[src/rtl/addr_seq_ctrl.sv]
// addr_seq_ctrl: micro-sequencer for the address register file (PC, AR, SP).
// Accepts one command at a time over CmdValid/CmdReady and expands it into
// per-cycle RegSel/FunSel/OutCSel/OutDSel codes and memory strobes.
// All outputs are decoded from the registered state and latched command only.
// Optional feature: define ASEQ_STACK_CHECK_EN to enable the push/pop depth
// checker (StackErr); without it StackErr is tied low and PUSH/POP always run.
module addr_seq_ctrl #(
  parameter int STACK_DEPTH = 16
) (
  input  logic       Clock,
  input  logic       Reset,
  input  logic       CmdValid,
  input  logic [2:0] Cmd,
  output logic       CmdReady,
  output logic [2:0] RegSel,
  output logic [2:0] FunSel,
  output logic [1:0] OutCSel,
  output logic [1:0] OutDSel,
  output logic       MemRead,
  output logic       MemWrite,
  output logic       IRLoadLo,
  output logic       IRLoadHi,
  output logic       Done,
  output logic       StackErr
);

  localparam int DEPTH_W = $clog2(STACK_DEPTH + 1);

  localparam logic [1:0] S_IDLE = 2'b00;
  localparam logic [1:0] S_EX1  = 2'b01;
  localparam logic [1:0] S_EX2  = 2'b10;

  localparam logic [2:0] C_NOP   = 3'b000;
  localparam logic [2:0] C_FETCH = 3'b001;
  localparam logic [2:0] C_PUSH  = 3'b010;
  localparam logic [2:0] C_POP   = 3'b011;
  localparam logic [2:0] C_LDPC  = 3'b100;
  localparam logic [2:0] C_LDAR  = 3'b101;
  localparam logic [2:0] C_LDSP  = 3'b110;

  localparam logic [2:0] F_DEC  = 3'b000;
  localparam logic [2:0] F_INC  = 3'b001;
  localparam logic [2:0] F_LOAD = 3'b010;

  // Active-low enables: bit2 PC, bit1 AR, bit0 SP
  localparam logic [2:0] EN_NONE = 3'b111;
  localparam logic [2:0] EN_PC   = 3'b011;
  localparam logic [2:0] EN_AR   = 3'b101;
  localparam logic [2:0] EN_SP   = 3'b110;

  localparam logic [1:0] SRC_PC = 2'b00;
  localparam logic [1:0] SRC_SP = 2'b11;

  logic [1:0] r_state;
  logic [1:0] w_next_state;
  logic [2:0] r_cmd;
  logic       w_err;
  logic       w_two_cycle;
  logic [1:0] w_dsel;

`ifdef ASEQ_STACK_CHECK_EN
  logic [DEPTH_W-1:0] r_depth;

  // Rejected stack operation: detected in EX1 from the registered depth
  assign w_err = (r_state == S_EX1) &&
                 (((r_cmd == C_PUSH) && (r_depth == DEPTH_W'(STACK_DEPTH))) ||
                  ((r_cmd == C_POP)  && (r_depth == '0)));

  // Depth counter: commits on EX2 of PUSH/POP, LDSP re-bases SP so it clears
  always_ff @(posedge Clock) begin
    if (Reset) begin
      r_depth <= '0;
    end else if ((r_state == S_EX2) && (r_cmd == C_PUSH)) begin
      r_depth <= r_depth + DEPTH_W'(1);
    end else if ((r_state == S_EX2) && (r_cmd == C_POP)) begin
      r_depth <= r_depth - DEPTH_W'(1);
    end else if ((r_state == S_EX1) && (r_cmd == C_LDSP)) begin
      r_depth <= '0;
    end
  end
`else
  logic w_unused_depth_cfg;
  assign w_unused_depth_cfg = ^DEPTH_W'(STACK_DEPTH);
  assign w_err = 1'b0;
`endif

  assign w_two_cycle = (r_cmd == C_FETCH) || (r_cmd == C_PUSH) || (r_cmd == C_POP);

  // State register; reset drops any in-flight command
  always_ff @(posedge Clock) begin
    if (Reset) begin
      r_state <= S_IDLE;
    end else begin
      r_state <= w_next_state;
    end
  end

  // Command latch: only loaded on accept, never observed outside EX1/EX2
  always_ff @(posedge Clock) begin
    if (!Reset && (r_state == S_IDLE) && CmdValid) begin
      r_cmd <= Cmd;
    end
  end

  // Next-state: single-cycle commands and rejected stack ops return from EX1
  always_comb begin
    w_next_state = S_IDLE;
    case (r_state)
      S_IDLE:  w_next_state = CmdValid ? S_EX1 : S_IDLE;
      S_EX1:   w_next_state = (w_two_cycle && !w_err) ? S_EX2 : S_IDLE;
      S_EX2:   w_next_state = S_IDLE;
      default: w_next_state = S_IDLE;
    endcase
  end

  // Moore output decode from state and latched command
  always_comb begin
    CmdReady = (r_state == S_IDLE);
    RegSel   = EN_NONE;
    FunSel   = F_DEC;
    w_dsel   = SRC_PC;
    MemRead  = 1'b0;
    MemWrite = 1'b0;
    IRLoadLo = 1'b0;
    IRLoadHi = 1'b0;
    Done     = 1'b0;
    StackErr = 1'b0;
    case (r_state)
      S_EX1: begin
        if (w_err) begin
          Done     = 1'b1;
          StackErr = 1'b1;
        end else begin
          case (r_cmd)
            C_FETCH: begin
              MemRead  = 1'b1;
              IRLoadLo = 1'b1;
              RegSel   = EN_PC;
              FunSel   = F_INC;
            end
            C_PUSH: begin
              RegSel = EN_SP;
              FunSel = F_DEC;
            end
            C_POP: begin
              w_dsel  = SRC_SP;
              MemRead = 1'b1;
            end
            C_LDPC: begin
              RegSel = EN_PC;
              FunSel = F_LOAD;
              Done   = 1'b1;
            end
            C_LDAR: begin
              RegSel = EN_AR;
              FunSel = F_LOAD;
              Done   = 1'b1;
            end
            C_LDSP: begin
              RegSel = EN_SP;
              FunSel = F_LOAD;
              Done   = 1'b1;
            end
            default: Done = 1'b1;
          endcase
        end
      end
      S_EX2: begin
        Done = 1'b1;
        case (r_cmd)
          C_FETCH: begin
            MemRead  = 1'b1;
            IRLoadHi = 1'b1;
            RegSel   = EN_PC;
            FunSel   = F_INC;
          end
          C_PUSH: begin
            w_dsel   = SRC_SP;
            MemWrite = 1'b1;
          end
          C_POP: begin
            RegSel = EN_SP;
            FunSel = F_INC;
          end
          default: ;
        endcase
      end
      default: ;
    endcase
  end

  assign OutDSel = w_dsel;
  assign OutCSel = w_dsel;

endmodule

[config.mk]
export PLATFORM = sky130hd
export DESIGN_NAME = addr_seq_ctrl
export DESIGN_NICKNAME = d
export VERILOG_FILES = /design/src/rtl/addr_seq_ctrl.sv
export SDC_FILE = /design/constraint.sdc
export NUM_CORES = 1
export LEC_CHECK = 0
export CORE_AREA = 2 2 39 41
export DETAILED_ROUTE_END_ITERATION = 10
export DIE_AREA = 0 0 41 43
export MAX_ROUTING_LAYER = met4
export PLACE_DENSITY = 0.71
export RECOVER_POWER = 25
export SYNTH_ARGS = -nofsm -noshare
export SYNTH_HDL_FRONTEND = slang
export SYNTH_SLANG_ARGS = --single-unit
[constraint.sdc]
create_clock -name Clock -period 3.45 [get_ports Clock]
set_clock_uncertainty 0.05 [all_clocks]
set_input_delay 0.5175 -clock Clock [delete_from_list [all_inputs] [get_ports Clock]]
set_output_delay 0.5175 -clock Clock [all_outputs]
set_load 0.01 [all_outputs]
## Yosys cells after proc, flatten, opt, wreduce, memory -nomap -nowiden

Cells that the tools add are included.

- Bits of input ports: 6
- Output and inout port bits: 17
- Flip-flop bits (word level): 5
- Logic and storage cells: 42

- Equal/unequal tests: 8
- Reductions and logical operators: 11
- Mux-type cells: 21

Operators by type and width:

| operator | number |
|---|---|
| $pmux W2 S2 | 4 |
| $pmux W3 S2 | 2 |
| $eq A3 B3 Y1 const B | 3 |
| $mux W1 | 9 |
| $pmux W3 S3 | 1 |
| $eq A3 B2 Y1 const B | 2 |
| $mux W2 | 3 |
| $reduce_or A2 Y1 | 3 |
| $reduce_or A3 Y1 | 2 |
| $pmux W1 S2 | 2 |
| $eq A3 B1 Y1 const B | 1 |
| $eq A2 B1 Y1 const B | 1 |
| $eq A2 B2 Y1 const B | 1 |
| $logic_and A1 B1 Y1 | 2 |
| $logic_not A2 Y1 | 1 |
| $logic_or A1 B1 Y1 | 2 |
| $logic_not A1 Y1 | 1 |

## Logic depth before layout (Yosys ltp)

- Word-level depth: 5
- Gate-level depth with buffers: 6
- Gate-level depth less buffers: 4

## Worst setup path before layout

No wires, ideal clock.

- Path kind: flip-flop to output port
- From: register r_state[0]
- To: output port OutCSel[1]
- Data required time: 2.882 ns
- Cell stages (with the launch flop): 7
- Buffers on the path: 2
- Setup slack: 1.167 ns
- Arrival: 1.716 ns
- Cells stage by stage: dfxtp_1 -> inv_1 -> ha_1 -> clkbuf_1 -> mux2i_1 -> nor4b_1 -> buf_4

- Word-level cells in the longest chain between the ends: 2
- Elaborated cells between the ends (all ways): 3
- Classes of those cells: eq/ne (2); mux (1)

Ends and longest elaborated chain:

| what | RTL line | source |
|---|---|---|
| start: declaration | 54 | `logic [1:0] r_state;` |
| start signal: assignment | 94 | `r_state <= w_next_state;` |
| $eq A2 B2 Y1 / $eq A2 B1 Y1 (equally long branches) | 128 | `case (r_state)` |
| $pmux W2 S2 (*) | 128 |  |
| end: declaration | 17 | `output logic [1:0] OutCSel,` |

Mark *: on every way between the ends. The rest lies on a longest branch, timed or not.

## Final worst setup path

- From: register r_state[1]
- To: output port OutCSel[1]

The elaborated chain is that of the path after synthesis.

==> flow_metrics.tcl <==
set metrics [dict create \
    htreeDepth 1 \
    drive_gt1_share_pct 5.970 \
    grt_pass1_vias 329 \
    cts_root_buf "clkbuf_4" \
    port_buffers 20 \
    place_congestion 0.7396 \
    vias_per_cell 4.687 \
    cap_violations 0 \
    rsz0062_at_grt "no" \
    antenna_cells 0 \
    hold_path_end "r_state[0]" \
    dpl_worst_slack_ns 0.8616 \
    maxSlewViolCount 0 \
    seq_area_frac_synth_pct 30.14 \
    vias 389 \
    die-area_um2 1763 \
    layout_setup_ws_ns 0.6188 \
    worst_slew_pin_slew_ns 0.5818 \
    holdPathStages 4 \
    ir_drop_mv 0.1797 \
    cts_buffers 3 \
    critPathRequiredTime_ns 2.88 \
    wire_per_inst_um 9.675 \
    grt_antenna_before_repair 0 \
    ys_warn_count 0 \
    worstSetupEndpointType "primary output" \
    worst_ep_arrival_time_ns 2.26 \
    cts_resized 0 \
    nets 77 \
    syn_area_per_cell_um2 8.464 \
    grt_pass1_wl_um 1235 \
    cts_tree "done" \
    min_period_over_period_pct 82.06 \
    rr_startpoint "r_state[0]" \
    clk_latency_ns 0.24 \
    power_density_nw_per_um2 276.8 \
    core_um2 1384 \
    syn_inst 51 \
    fmaxAchievable_mhz 353.2 \
    finalHoldViolCount 0 \
    setup_tns_ns 0 \
    ys_ff_latch 5 \
    gr-total-overflow 0 \
    grt_max_degree 12 \
    relSlewSlack_pct 60.67 \
    die-height_um 43 \
    clk_pin_slew_ns 0.04 \
    num_io_pins 23 \
    r2r_end "r_cmd[2]" \
    drc_errors 0 \
    dp_hpwl_um 605.9 \
    status "finished, final reports clean" \
    yosysUniqueCellTypes 25 \
    syn-cell-area_um2 431.7 \
    die_x_um 41 \
    hp-class "flip-flop to flip-flop" \
    hp-start "r_state[1]" \
    p_leak_nw 0.2202 \
    critPathMaxFanout 11 \
    drtIter0Drc 8 \
    start_util_pct 31.19 \
    wl_um 803 \
    postCtsSetupBuffers 0 \
    r2r_slack_ns 2.23 \
    clock_path_buffers 2 \
    nFillCells 136 \
    rows 14 \
    period_minus_slack_ns 2.831 \
    setup_viol 0 \
    ant_nets 0 \
    clock_sinks 5 \
    ctsHoldBuffers 0 \
    syn2layout_area_growth_pct 42.90 \
    grt_use_total_pct 11.17 \
    critPathLaunchType "flip-flop" \
    path_class "flip-flop to primary output" \
    r2r_cells 4 \
    first_pass_iters 4 \
]
## kinds of logic after synthesis
| family | Yosys count | share of synthesized area [%] |
|---|---|---|
| compound gates | 10 | 12.17 |
| fa+ha+maj | 3 | 8.697 |
| buf+inv | 12 | 17.68 |
| flops | 5 | 30.15 |
| mux | 1 | 2.319 |
| other cells | 1 | 0.8687 |
| simple gates | 19 | 28.11 |
## critical path, cell delays in order (launching register included)
cell and delay (ns):
dfxtp_1 0.31, inv_1 0.07, ha_1 0.34, mux2i_1 0.12, nor4b_1 0.52, clkdlybuf4s50_1 0.65
## routing by layer
| layer | share of wire, % | routed length, µm | up-vias | global-route usage, % |
|---|---|---|---|---|
| met5 | 0 | 0 | - | - |
| met4 | 1.9 | 15 | 0 | 11.33 |
| met3 | 7.6 | 61 | 2 | 3.141 |
| li1 | - | - | 197 | - |
| met2 | 49 | 390 | 20 | 15.00 |
| met1 | 42 | 335 | 170 | 12.09 |
## area by class of cell
cell class	instances	area [µm²]	share of cell area (%)
clock buffer	4	26.28	4.260
multi-input combinational	35	229.0	37.12
sequential	5	130.1	21.10
tap	16	20.02	3.245
inverter	3	11.26	1.826
timing repair buffer	20	200.2	32.45
## worst max-delay path by stage
stage               startpoint          to  slack [ns]
finish              r_state[1]  OutCSel[1]        0.62
global route        r_state[1]  OutDSel[0]        0.39
CTS                 r_state[1]  OutCSel[1]        0.59
detailed placement  r_state[1]  OutCSel[1]        0.86
global placement    r_state[1]  OutCSel[1]        0.98
floorplan           r_state[0]  OutCSel[1]        1.17
## where the power goes
group	total [mW]	internal [mW]	leakage (nW)	switching, mW
logic	0.0347	0.0191	0.161	0.0156
registers	0.0698	0.0665	0.0443	0.00337
clock network	0.0662	0.0436	0.0150	0.0226
## flip-flops by register name, indices dropped and copies added (netlist names)
| signal | flops |
|---|---|
| r_cmd | 3 |
| r_state | 2 |
## through the flow
step | hold WS [ns] | util [%] | power (mW) | std cells | instance area (µm²)
global placement | 0.6445 | 42.68 | 0.1058 | 79 | 590.6
detailed placement | 0.6700 | 42.68 | 0.1063 | 79 | 590.6
finish | 0.6972 | 44.57 | 0.1707 | 83 | 616.8
floorplan | 0.5399 | - | 0.09201 | 52 | 435.4
global route | 0.7406 | 44.57 | 0.1828 | 83 | 616.8
CTS | 0.6936 | 44.57 | 0.1755 | 83 | 616.8
## placed cells by master (no fill, tap or decap), drive strengths merged, types with 3 or more instances in the layout
cell | Yosys | final
inv | 3 | 3
clkbuf | 1 | 4
a21oi | 6 | 6
dlygate4sd3 | 0 | 4
o21ai | 3 | 3
ha | 3 | 3
nor2 | 4 | 4
clkdlybuf4s50 | 0 | 16
edfxtp | 3 | 3
## Yosys cell counts
| cell | count | area share [%] |
|---|---|---|
| a21oi_1 | 6 | 7.0 |
| buf_4 | 6 | 10 |
| nor2_1 | 4 | 3.5 |
| edfxtp_1 | 3 | 21 |
| ha_1 | 3 | 8.7 |
| inv_1 | 3 | 2.6 |
| and2_1 | 2 | 2.9 |
| dfxtp_1 | 2 | 9.3 |
| nand2_1 | 2 | 1.7 |
| nand3b_1 | 2 | 3.5 |
| nor3b_1 | 2 | 3.5 |
| nor4b_1 | 2 | 4.1 |
| o21ai_1 | 2 | 2.3 |
| and4bb_2 | 1 | 2.9 |
| buf_2 | 1 | 1.2 |
| buf_6 | 1 | 2.6 |
| clkbuf_1 | 1 | 0.87 |
| conb_1 | 1 | 0.87 |
| mux2i_1 | 1 | 2.3 |
| nand2b_1 | 1 | 1.5 |
| nand3_1 | 1 | 1.2 |
| nor2b_1 | 1 | 1.5 |
| o21ai_0 | 1 | 1.2 |
| o21bai_1 | 1 | 1.7 |
| or3b_1 | 1 | 2.0 |
No activity file was read; power rests on OpenSTA's default activity.
